**src/rtl/pipeline_ctrl_pkg.sv**
```systemverilog
// Shared types for the pipeline stall/flush sequencer: FSM states, per-stage control word,
// counter widths and the RUN-mode priority encoder for branch/load-use/fetch requests.
package pipeline_ctrl_pkg;

    typedef enum logic [1:0] {
        RUN       = 2'd0,
        DMEM_WAIT = 2'd1,
        REDIRECT  = 2'd2
    } ctrl_state_t;

    typedef struct packed {
        logic stallF;
        logic stallD;
        logic stallE;
        logic stallM;
        logic flushD;
        logic flushE;
        logic flushW;
    } pipe_ctl_t;

    localparam int RDR_CNT_W  = 4;
    localparam int WAIT_CNT_W = 8;

    localparam pipe_ctl_t CTL_NONE      = 7'b0000_000;
    localparam pipe_ctl_t CTL_DMEM_HOLD = 7'b1111_001;
    localparam pipe_ctl_t CTL_RESET     = 7'b0000_111;

    // Lower-priority requests, applied whenever no data-memory stall is in force.
    function automatic pipe_ctl_t run_rules(input logic i_flush, input logic i_stall,
                                            input logic i_imem_ready);
        pipe_ctl_t ctl;
        ctl = CTL_NONE;
        if (i_flush) begin
            ctl.flushD = 1'b1;
            ctl.flushE = 1'b1;
        end else if (i_stall) begin
            ctl.stallF = 1'b1;
            ctl.stallD = 1'b1;
            ctl.flushE = 1'b1;
        end else if (!i_imem_ready) begin
            ctl.stallF = 1'b1;
            ctl.flushD = 1'b1;
        end
        return ctl;
    endfunction

endpackage

```
**src/rtl/pipeline_ctrl_if.sv**
```systemverilog
// Request/control bundle between the pipeline datapath (master) and the stall/flush
// sequencer (slave).
interface pipeline_ctrl_if;

    logic stall_req;
    logic flush_req;
    logic imem_ready;
    logic dmem_req;
    logic dmem_ready;

    logic stallF;
    logic stallD;
    logic stallE;
    logic stallM;
    logic flushD;
    logic flushE;
    logic flushW;
    logic dmem_err;
    logic busy;

    modport master (
        output stall_req, flush_req, imem_ready, dmem_req, dmem_ready,
        input  stallF, stallD, stallE, stallM, flushD, flushE, flushW, dmem_err, busy
    );

    modport slave (
        input  stall_req, flush_req, imem_ready, dmem_req, dmem_ready,
        output stallF, stallD, stallE, stallM, flushD, flushE, flushW, dmem_err, busy
    );

endinterface

```
**src/rtl/pipeline_ctrl_sat_counter.sv**
```systemverilog
// Saturating up-counter with synchronous clear (clear wins over increment).
// Latency: count visible the cycle after i_inc; holds at all-ones.
module sat_counter #(
    parameter int W = 8
) (
    input  logic         clk,
    input  logic         i_clr,
    input  logic         i_inc,
    output logic [W-1:0] o_cnt
);

    logic [W-1:0] r_cnt;

    always_ff @(posedge clk) begin
        if (i_clr) begin
            r_cnt <= '0;
        end else if (i_inc && (r_cnt != {W{1'b1}})) begin
            r_cnt <= r_cnt + W'(1);
        end
    end

    assign o_cnt = r_cnt;

endmodule

```
**src/rtl/pipeline_ctrl.sv**
```systemverilog
// Stall/flush sequencer for the F/D/E/M/W pipeline; controls are combinational (same-cycle).
// Optional perf counters (stall_cycles, flush_events) when PIPELINE_CTRL_PERF_EN is defined.
module pipeline_ctrl
    import pipeline_ctrl_pkg::*;
#(
    parameter int REDIRECT_CYCLES = 1,
    parameter int DMEM_TIMEOUT    = 64
`ifdef PIPELINE_CTRL_PERF_EN
    ,
    parameter int CNT_W           = 32
`endif
) (
    input  logic               clk,
    input  logic               reset,
    pipeline_ctrl_if.slave     bus
`ifdef PIPELINE_CTRL_PERF_EN
    ,
    output logic [CNT_W-1:0]   stall_cycles,
    output logic [CNT_W-1:0]   flush_events
`endif
);

    localparam logic [RDR_CNT_W-1:0]  RDR_LOAD  = RDR_CNT_W'(REDIRECT_CYCLES - 1);
    localparam logic [WAIT_CNT_W-1:0] WAIT_MAX  = WAIT_CNT_W'(DMEM_TIMEOUT);
    localparam logic [WAIT_CNT_W-1:0] WAIT_LAST = WAIT_CNT_W'(DMEM_TIMEOUT - 1);
    localparam ctrl_state_t           FLUSH_NXT = (REDIRECT_CYCLES > 1) ? REDIRECT : RUN;

    ctrl_state_t            r_state;
    ctrl_state_t            w_state_nxt;
    logic [RDR_CNT_W-1:0]   r_rdr_cnt;
    logic [RDR_CNT_W-1:0]   w_rdr_nxt;
    logic [WAIT_CNT_W-1:0]  w_wait_cnt;
    logic                   w_wait_inc;
    logic                   w_wait_clr;
    logic                   w_dmem_miss;
    logic                   r_dmem_err;
    pipe_ctl_t              w_ctl;
    pipe_ctl_t              w_ctl_out;

    assign w_dmem_miss = bus.dmem_req & ~bus.dmem_ready;

    always_comb begin
        w_ctl       = CTL_NONE;
        w_state_nxt = r_state;
        w_rdr_nxt   = r_rdr_cnt;
        w_wait_inc  = 1'b0;
        w_wait_clr  = 1'b1;
        case (r_state)
            RUN, REDIRECT: begin
                if (w_dmem_miss) begin
                    // Wait counter is zero outside DMEM_WAIT, so one increment loads it with 1.
                    w_ctl       = CTL_DMEM_HOLD;
                    w_state_nxt = DMEM_WAIT;
                    w_rdr_nxt   = '0;
                    w_wait_inc  = 1'b1;
                    w_wait_clr  = 1'b0;
                end else if (bus.flush_req) begin
                    w_ctl       = run_rules(1'b1, bus.stall_req, bus.imem_ready);
                    w_state_nxt = FLUSH_NXT;
                    w_rdr_nxt   = RDR_LOAD;
                end else if (r_state == REDIRECT) begin
                    w_ctl.flushD = 1'b1;
                    w_rdr_nxt    = r_rdr_cnt - RDR_CNT_W'(1);
                    if (r_rdr_cnt == RDR_CNT_W'(1)) begin
                        w_state_nxt = RUN;
                    end
                end else begin
                    w_ctl = run_rules(1'b0, bus.stall_req, bus.imem_ready);
                end
            end
            DMEM_WAIT: begin
                if (!bus.dmem_ready) begin
                    w_ctl      = CTL_DMEM_HOLD;
                    w_wait_inc = (w_wait_cnt != WAIT_MAX);
                    w_wait_clr = 1'b0;
                end else begin
                    // Requests held during the wait are honoured once, on release.
                    w_ctl = run_rules(bus.flush_req, bus.stall_req, bus.imem_ready);
                    if (bus.flush_req) begin
                        w_state_nxt = FLUSH_NXT;
                        w_rdr_nxt   = RDR_LOAD;
                    end else begin
                        w_state_nxt = RUN;
                    end
                end
            end
            default: begin
                w_state_nxt = RUN;
                w_rdr_nxt   = '0;
            end
        endcase
    end

    always_ff @(posedge clk) begin
        if (reset) begin
            r_state    <= RUN;
            r_rdr_cnt  <= '0;
            r_dmem_err <= 1'b0;
        end else begin
            r_state   <= w_state_nxt;
            r_rdr_cnt <= w_rdr_nxt;
            if (w_wait_inc && (w_wait_cnt == WAIT_LAST)) begin
                r_dmem_err <= 1'b1;
            end
        end
    end

    sat_counter #(.W(WAIT_CNT_W)) u_wait_cnt (
        .clk   (clk),
        .i_clr (reset | w_wait_clr),
        .i_inc (w_wait_inc),
        .o_cnt (w_wait_cnt)
    );

    assign w_ctl_out = reset ? CTL_RESET : w_ctl;

    assign bus.stallF   = w_ctl_out.stallF;
    assign bus.stallD   = w_ctl_out.stallD;
    assign bus.stallE   = w_ctl_out.stallE;
    assign bus.stallM   = w_ctl_out.stallM;
    assign bus.flushD   = w_ctl_out.flushD;
    assign bus.flushE   = w_ctl_out.flushE;
    assign bus.flushW   = w_ctl_out.flushW;
    assign bus.busy     = (r_state != RUN) & ~reset;
    assign bus.dmem_err = r_dmem_err & ~reset;

`ifdef PIPELINE_CTRL_PERF_EN
    // A flush is accepted whenever the data-memory hold is not in force (stallM only set then).
    logic w_flush_acc;
    assign w_flush_acc = bus.flush_req & ~w_ctl_out.stallM & ~reset;

    sat_counter #(.W(CNT_W)) u_stall_cnt (
        .clk   (clk),
        .i_clr (reset),
        .i_inc (w_ctl_out.stallF),
        .o_cnt (stall_cycles)
    );

    sat_counter #(.W(CNT_W)) u_flush_cnt (
        .clk   (clk),
        .i_clr (reset),
        .i_inc (w_flush_acc),
        .o_cnt (flush_events)
    );
`endif

endmodule

```
**src/flat_wrapper.sv**
```systemverilog
// flat-port wrapper written by rule: the top's interface ports become plain ports
module pipeline_ctrl_flat import pipeline_ctrl_pkg::*;
#(
    parameter int REDIRECT_CYCLES = 1,
    parameter int DMEM_TIMEOUT    = 64

)
  (clk, reset, bus_stall_req, bus_flush_req, bus_imem_ready, bus_dmem_req, bus_dmem_ready, bus_stallF, bus_stallD, bus_stallE, bus_stallM, bus_flushD, bus_flushE, bus_flushW, bus_dmem_err, bus_busy);
  pipeline_ctrl_if bus_i ();
  input  logic clk;
  input  logic reset;
  input wire logic [$bits(bus_i.stall_req)-1:0] bus_stall_req;
  input wire logic [$bits(bus_i.flush_req)-1:0] bus_flush_req;
  input wire logic [$bits(bus_i.imem_ready)-1:0] bus_imem_ready;
  input wire logic [$bits(bus_i.dmem_req)-1:0] bus_dmem_req;
  input wire logic [$bits(bus_i.dmem_ready)-1:0] bus_dmem_ready;
  output wire logic [$bits(bus_i.stallF)-1:0] bus_stallF;
  output wire logic [$bits(bus_i.stallD)-1:0] bus_stallD;
  output wire logic [$bits(bus_i.stallE)-1:0] bus_stallE;
  output wire logic [$bits(bus_i.stallM)-1:0] bus_stallM;
  output wire logic [$bits(bus_i.flushD)-1:0] bus_flushD;
  output wire logic [$bits(bus_i.flushE)-1:0] bus_flushE;
  output wire logic [$bits(bus_i.flushW)-1:0] bus_flushW;
  output wire logic [$bits(bus_i.dmem_err)-1:0] bus_dmem_err;
  output wire logic [$bits(bus_i.busy)-1:0] bus_busy;
  assign bus_i.stall_req = bus_stall_req;
  assign bus_i.flush_req = bus_flush_req;
  assign bus_i.imem_ready = bus_imem_ready;
  assign bus_i.dmem_req = bus_dmem_req;
  assign bus_i.dmem_ready = bus_dmem_ready;
  assign bus_stallF = bus_i.stallF;
  assign bus_stallD = bus_i.stallD;
  assign bus_stallE = bus_i.stallE;
  assign bus_stallM = bus_i.stallM;
  assign bus_flushD = bus_i.flushD;
  assign bus_flushE = bus_i.flushE;
  assign bus_flushW = bus_i.flushW;
  assign bus_dmem_err = bus_i.dmem_err;
  assign bus_busy = bus_i.busy;
  pipeline_ctrl #(.REDIRECT_CYCLES(REDIRECT_CYCLES), .DMEM_TIMEOUT(DMEM_TIMEOUT)) u_core (.clk(clk), .reset(reset), .bus(bus_i));
endmodule
```
**config.mk**
```make
export PLATFORM = sky130hd
export DESIGN_NAME = pipeline_ctrl_flat
export DESIGN_NICKNAME = d
export VERILOG_FILES = /design/src/rtl/pipeline_ctrl_pkg.sv /design/src/rtl/pipeline_ctrl_if.sv /design/src/rtl/pipeline_ctrl_sat_counter.sv /design/src/rtl/pipeline_ctrl.sv /design/src/flat_wrapper.sv
export SDC_FILE = /design/constraint.sdc
export NUM_CORES = 1
export LEC_CHECK = 0
export BUFFER_PORTS_ARGS = -buffer_cell sky130_fd_sc_hd__buf_2
export CAP_MARGIN = 20
export CORE_AREA = 3 3 40 42
export DETAILED_ROUTE_END_ITERATION = 7
export DIE_AREA = 0 0 43 45
export PLACE_DENSITY = 0.81
export SYNTH_ARGS = -nofsm -noshare
export SYNTH_HDL_FRONTEND = slang
export SYNTH_HIERARCHICAL = 1
export SYNTH_SLANG_ARGS = --single-unit
```
**constraint.sdc**
```tcl
create_clock -name clk -period 2 [get_ports clk]
set_input_delay 0.3 -clock clk [delete_from_list [all_inputs] [get_ports clk]]
set_output_delay 0.3 -clock clk [all_outputs]
set_load 0.02 [all_outputs]
```
==> summary by stage, run 1 <==
Timing
Across all hold checks on the routed design, the worst slack comes to 425 ps. The slew at the pin closest to its max-slew limit is 467 ps. The period utilization is approximately nine tenths. Setup total negative slack on the finished layout was measured at 0 ps.

Between clock sinks in the finished design, the worst skew comes to approximately 0.31 ps. Static timing analysis puts the maximum clock frequency at ~560 MHz. The final max-slew violation count is 0. The number of hold violations in the final report is 0. Measured against its own limit, the worst slew margin works out to 68.4%. The setup-violating endpoint count in the final report is 0.

Setup repair after global routing left no endpoint under its margin. The clock period could shrink to 1780 ps.

Detailed routing
The length of routed met2 wiring is 776 µm. In the final routed layout, each cell accounts on average for between 10 and 15 µm. The sum of routed wire length over all layers is approximately 1.4 mm. In the detailed route, the total length drawn on met3 is 70 µm. The total vias in the final route is 617. The remaining antenna violation count after routing is 0. The vias per cell is around 5.7.

The number of detailed-routing iterations run before antenna repair is 4. In the routed design, unresolved DRC markers number 0. The met1 routed wirelength after detailed routing is ~570 µm.

The top layer used by detailed routing is met3. In this run, the number of DRC markers left after iteration 0 of detailed routing was 12.

Yosys
The number of synthesis warnings is 6. The largest total area in the synthesized netlist belongs to dfxtp_1. The portion of the post-synthesis area used by sequential elements is 32.1%.

After synthesis, the share of flip-flops with an asynchronous set or reset is 0%. The most frequent cell after synthesis is dfxtp_1. The count of mapped cells out of synthesis is 75. The post-synthesis area per instance is 8.32 µm². The synthesized design devotes to its leading area cell type 32.1% of total area. Sorting the synthesized cells by area gives the leading types as dfxtp_1, nand2_1, a21oi_1. For this run, the leading register cell type out of synthesis is dfxtp_1. By count the netlist is led by dfxtp_1, nand2_1, a21oi_1, nor2_1. The distinct cell type count after synthesis is 35. The total of flip-flops plus latches after synthesis is 10. When the netlist entered floorplanning its net count stood at 83. The mapped netlist covers around 620 µm². The synthesized design contains 0 enable-type register cells.

Clock network
The root buffer cell chosen for the clock tree is clkbuf_4. For this design, the sink count on the clock tree is 10. The TritonCTS clock tree is done.

In this run the number of H-tree levels came out at 1. The maximum clock path buffer count is 2. Hold repair after CTS inserted 0 buffers. Counting the buffers created by CTS gives 3. After clock tree synthesis, the clock-pin slew on the worst setup and hold paths is 60 ps.

The clock latency of the later-clocked register in the worst-skew pair is 270 ps.

Cells and area
From synthesis to final layout, the design area changed by 18.8%. The final-layout fill cell count is 130. Summing all non-filler instances in the final layout gives an area of roughly 740 µm². The proportion of layout cells with a drive suffix above 1 is 30.1%. The final net count is approximately 100.

The multi-input gate area in the final layout is 379 µm². 0 antenna diodes ended up in the layout. In the final layout, flip-flops and latches occupy 200 µm².

Critical path
For flop-to-flop paths, the worst setup slack is 220 ps. In this run the critical register-to-register path is launched from u_core/u_wait_cnt/o_cnt[7]. The data arrival time of the worst path is 1980 ps. Of all nets on the critical path, the largest fanout is 8. The worst reg2reg path depth is 5.

The kind of critical path is register to register. The terminus of the critical flop-to-flop path is u_core/u_wait_cnt/o_cnt[3]. STA classifies the critical path startpoint as a register. The capturing element type of the critical path is a register. The required time at the endpoint of the critical path is 2200 ps.

GRT
The total global-route track usage is 16.7%. The pin count of the biggest net entering global routing is 14. The global-route wire length before repair is about 2.4 mm.

The total congestion overflow after global routing is 0. The number of antenna violations at the first check in global routing is 0. The number of global-route vias before repair is 558.

Worst hold path
The type of the tightest min-delay check is input pin to register. The startpoint of the tightest hold check path is reset. The worst hold path terminates at u_core/r_dmem_err.

The cell count of the worst hold path is 3.

Floorplanning
The placement row count is 13. The total die area is 0.00194 mm². Measured along the x axis, the die boundary spans 43 µm. The floorplan step defined a core boundary enclosing 0.00128 mm². Measured along the y axis, the die boundary spans 45 µm. The starting density of the core is 48.6%. The number of top-level pins is 16.

Pwr
The maximum VDD drop is 361 µV. The cell area power density is 596 mW/mm². The analysis attributes to cell leakage a power of approximately 0.33 nW.

Placed design
The HPWL reported at the end of detailed placement is 1.14 mm. The count of port buffers added during placement is 15. The standard cell area after detailed placement is 703 µm². At the end of routability-driven placement, the weighted congestion stood at between 0.9 and 1.

Job
Max-cap violations in this run came to 0.

Run status
The run finished with clean final reports.
## power breakdown
part	leakage [nW]	internal (mW)	total [mW]	switching [mW]
registers	0.0807	0.201	0.202	0.00173
logic	0.230	0.0224	0.0577	0.0353
clock network	0.0210	0.111	0.182	0.0715
total	0.332	0.334	0.442	0.108
## per-layer routing
| metal | vias to the layer above | global-route usage (%) |
|---|---|---|
| met5 | - | 0 |
| met4 | 0 | 4.82 |
| met3 | 0 | 8.37 |
| met2 | 14 | 30.5 |
| met1 | 295 | 16.9 |
| li1 | 308 | - |
## repair_timing
action	in CTS	in global routing
endpoints found under the setup margin	0	3
setup buffers	0	0
gates resized for setup	0	1
## per-stage QoR
stage          worst slack [ps]  util [%]  cells  total power, mW
6_report                    218      57.7    108            0.442
4_1_cts                    71.6      57.5    108            0.447
5_1_grt                     101      57.7    108            0.467
2_1_floorplan               437         -     75            0.245
3_3_place_gp                330      54.7    104            0.262
3_5_place_dp                211      54.7    104            0.264
## worst max-delay path, stage by stage (launching register included)
cell,delay (ps)
dfxtp_1,450
nor4b_1,90
a41oi_1,450
nand4_1,210
or3_2,440
o21ai_1,80
## layout make-up
class                   instances  share of cell area, %
repair buffers                 17                   12.1
flip-flops and latches         10                   27.0
well taps                      15                   2.53
multi-input cells              58                   51.1
inverters                       4                   2.36
clock buffers                   4                   4.89
## kinds of logic after synthesis
kind of cell / synth area share (%)
buf+inv: 7.62
mux: 4.01
fa+ha+maj: 2.00
flops: 32.1
compound gates: 23.2
simple gates: 31.1
## registers in the layout (all words and copies together) (netlist names)
register and flops:
u_core/u_wait_cnt/o_cnt 8, u_core/r_dmem_err 1, u_core/r_state 1
## worst max-delay path by stage
stage	cells after the start	start	slack [ps]	to
finish	5	u_core/u_wait_cnt/o_cnt[7]	220	u_core/u_wait_cnt/o_cnt[3]
global route	5	u_core/u_wait_cnt/o_cnt[7]	100	u_core/u_wait_cnt/o_cnt[3]
CTS	4	u_core/r_state[0]	70	bus_flushD
detailed placement	6	bus_dmem_ready	210	u_core/u_wait_cnt/o_cnt[3]
global placement	6	bus_dmem_ready	330	u_core/u_wait_cnt/o_cnt[3]
floorplan	5	u_core/u_wait_cnt/o_cnt[4]	440	u_core/u_wait_cnt/o_cnt[3]
## cells in the final DEF (no fill, tap or decap)
cell type  count
a211oi_1       2
a21boi_0       1
a21boi_4       1
a21o_1         1
a21oi_1        5
a311oi_1       1
a31oi_1        1
a41oi_1        1
and2_1         1
and2b_2        1
and3_4         1
and4_1         2
buf_2         15
buf_4          2
clkbuf_4       3
clkbuf_8       1
dfxtp_1       10
ha_1           1
inv_1          3
inv_4          1
mux2_4         1
mux2i_1        1
nand2_1        9
nand2b_1       2
nand3_1        2
nand4_1        3
nor2_1         5
nor2b_1        2
nor3_1         3
nor4_1         1
nor4b_1        1
o21ai_0        2
o21ai_1        1
o21bai_1       3
o311a_1        1
or2_4          1
or3_2          1
(Power assumes the default switching activity.)
==> run 2: changes to the inputs <==
CTS_BUF_LIST = sky130_fd_sc_hd__clkbuf_8   (was unset)
MAX_ROUTING_LAYER = met4   (was unset)
clock period = 2.3 ns   (was 2 ns; I/O delays follow)
==> run 2 against run 1 <==
- sequential share of layout area increased by 0.46 points
- count of clock-buffer cells in the layout decreased by 1
- worst setup slack improved by 190 ps
- via count down 1.9%
- clock power down 3%
- final area down 1.7%
- die area unchanged
- global-route usage decreased by 1.3 points
- clock skew about the same
- critical path type is now register to primary output
- largest cell class unchanged
- largest power group unchanged
==> summary by stage, run 2 (synthesis gave the netlist of run 1 again) <==
Pwr
The maximum VDD drop is 468 µV (+30%). The total power of the final layout is 0.402 mW (-9.0%). The leakage component of the power was 0.320 nW (-3.7%). The cell area power density came to 552 mW/mm² (-7.4%).

Timing
Setup repair after global routing left no endpoint under its margin. The period utilization is 82.4%. The final max-slew violation count was 0 (unchanged).

The worst clock skew came to 0.221 ps (-0.0870 ps). Based on the critical path, the design can be clocked at up to around 530 MHz. The number of hold violations in the final report is 0 (unchanged). The sum of negative setup slack is 0 ps (unchanged). The worst path in the final design needs a cycle of 1890 ps, including I/O delays and setup. The setup-violating endpoint count in the final report came to 0 (unchanged). The slew at the pin closest to its max-slew limit is 500 ps (+32.8 ps).

The worst slew margin relative to its limit came to 66.2% (-2.2 points).

GRT
The total global-route track usage was 15.4% (-1.3 points). The number of global-route vias before repair is 507 (-9.1%). The global-route wire length before repair was 2.10 mm (-11%). The total congestion overflow after global routing is 0 (unchanged). The number of antenna violations at the first check in global routing is 0 (unchanged). The pin count of the biggest net entering global routing is 14 (unchanged).

Detailed routing
The routed wirelength normalized by instance count was 12.3 µm (-6.0%). The total vias in the final route is 605 (-1.9%). The sum of routed wire length over all layers was 1.29 mm (-8.6%).

The detailed-route DRC error count was 0 (unchanged). The initial detailed-routing violation count is 15 (+3). The number of detailed-routing iterations run before antenna repair came to 4 (unchanged).

The remaining antenna violation count after routing is 0 (unchanged). The vias per cell is 5.76 (+0.86%).

Cells and area
The number of flip-flops under the largest register name was 8 (unchanged). In the layout the commonest cells are buf_2, dfxtp_1, nand2_1. The most common library cell in the layout ignoring fill and taps is buf_2. The final net count is 100 (-2.0%). The number of antenna repair diodes came to 0 (unchanged). From synthesis to final layout, the design area changed by 16.8%.

The count of placed standard cells in the final layout, fillers left out was 105 (-2.8%). The proportion of layout cells with a drive suffix above 1 is 26.7% (-3.4 points). The multi-input gate area in the final layout came to 377 µm² (-0.66%). The total area of sequential cells is 200 µm² (unchanged). The fraction of the core area covered by cells at the end of the flow is 56.8% (-0.97 points). The final-layout fill cell count is 129 (-0.77%).

Floorplanning
The number of top-level pins came to 16 (unchanged). The starting density of the core is 48.6% (unchanged). The die height is 45 µm (unchanged). The placement row count was 13 (unchanged). The width of the die is 43 µm (unchanged). The area of the core region is 0.00128 mm² (unchanged).

The total die area is 0.00194 mm² (unchanged).

Placed design
The HPWL reported at the end of detailed placement is 943 µm (-17%). The number of placed cells counting well taps was 102 (-1.9%). The routability-driven placement congestion ratio is 0.880 (-6.8%). The count of port buffers added during placement is 15 (unchanged).

Clock network
The number of gates given a new drive strength after cts was 0 (unchanged). The TritonCTS clock tree is done. The clock net sink count was 10 (unchanged).

The clock latency of the later-clocked register in the worst-skew pair is 230 ps (-40 ps). The total number of H-tree levels came to 1 (unchanged). The number of buffers added to fix hold violations after cts is 0 (unchanged). The number of buffers added by the clock tree synthesis step is 3 (unchanged). The maximum clock path buffer count came to 2 (unchanged).

The clock root buffer is clkbuf_8. The total setup buffers inserted after CTS is 0 (unchanged). The clock-pin transition on the worst setup and hold timing paths is 40 ps (-20 ps).

Worst hold path
The min-delay analysis places its worst path in the category input pin to register.

Critical path
The data arrival time of the worst path is 1550 ps (-430 ps). The required time at the endpoint of the critical path came to 1960 ps (-240 ps). STA classifies the critical path endpoint as a primary output. The worst setup path is of the register to primary output kind. The worst setup path is launched from a register. The peak fanout along the critical path is 13 (+5).

Job
The reported max-cap violation count is 0 (unchanged).

Run status
The run finished with clean final reports.
-- run 2: final timing paths --
| kind | start | endpoint | slack (ps) | cells past startpoint |
|---|---|---|---|---|
| hold / removal | reset | u_core/r_dmem_err | 490 | 3 |
| setup reg to reg | u_core/u_wait_cnt/o_cnt[4] | u_core/u_wait_cnt/o_cnt[3] | 470 | 5 |
| setup / recovery | u_core/r_state[0] | bus_flushD | 410 | 4 |
| hold reg to reg | u_core/u_wait_cnt/o_cnt[1] | u_core/u_wait_cnt/o_cnt[1] | 540 | 2 |
-- run 2: routing by layer --
metal / vias to the layer above / GRT usage [%] / share of wire, %
met5: - / - / 0
met4: 0 / 10.8 / 2.6
met3: 4 / 4.78 / 4.8
met2: 15 / 22.5 / 47
met1: 277 / 18.1 / 45
li1: 309 / - / -
-- run 2: through the flow --
stage               hold slack [ps]  setup WS, ps  cell area (µm²)
detailed placement              537           466              688
global placement                520           528              688
global route                    509           265              729
CTS                             495           409              729
floorplan                       485           737              624
finish                          493           406              729
-- run 2: cell type report --
class                   count  area share [%]
clock buffers               3            5.66
inverters                   4            2.40
multi-input cells          58            51.6
flip-flops and latches     10            27.4
well taps                  15            2.57
repair buffers             15            10.3
-- run 2: where the power goes --
| part | leakage (nW) | switching, mW | internal, mW |
|---|---|---|---|
| registers | 0.0807 | 0.00143 | 0.175 |
| logic | 0.217 | 0.0299 | 0.0188 |
| clock network | 0.0216 | 0.0629 | 0.114 |
-- run 2: worst max-delay path, cell delays in order (launching register included) --
cell and delay (ps):
dfxtp_1 310, o21bai_1 210, or2_1 440, and2_1 190, buf_2 160
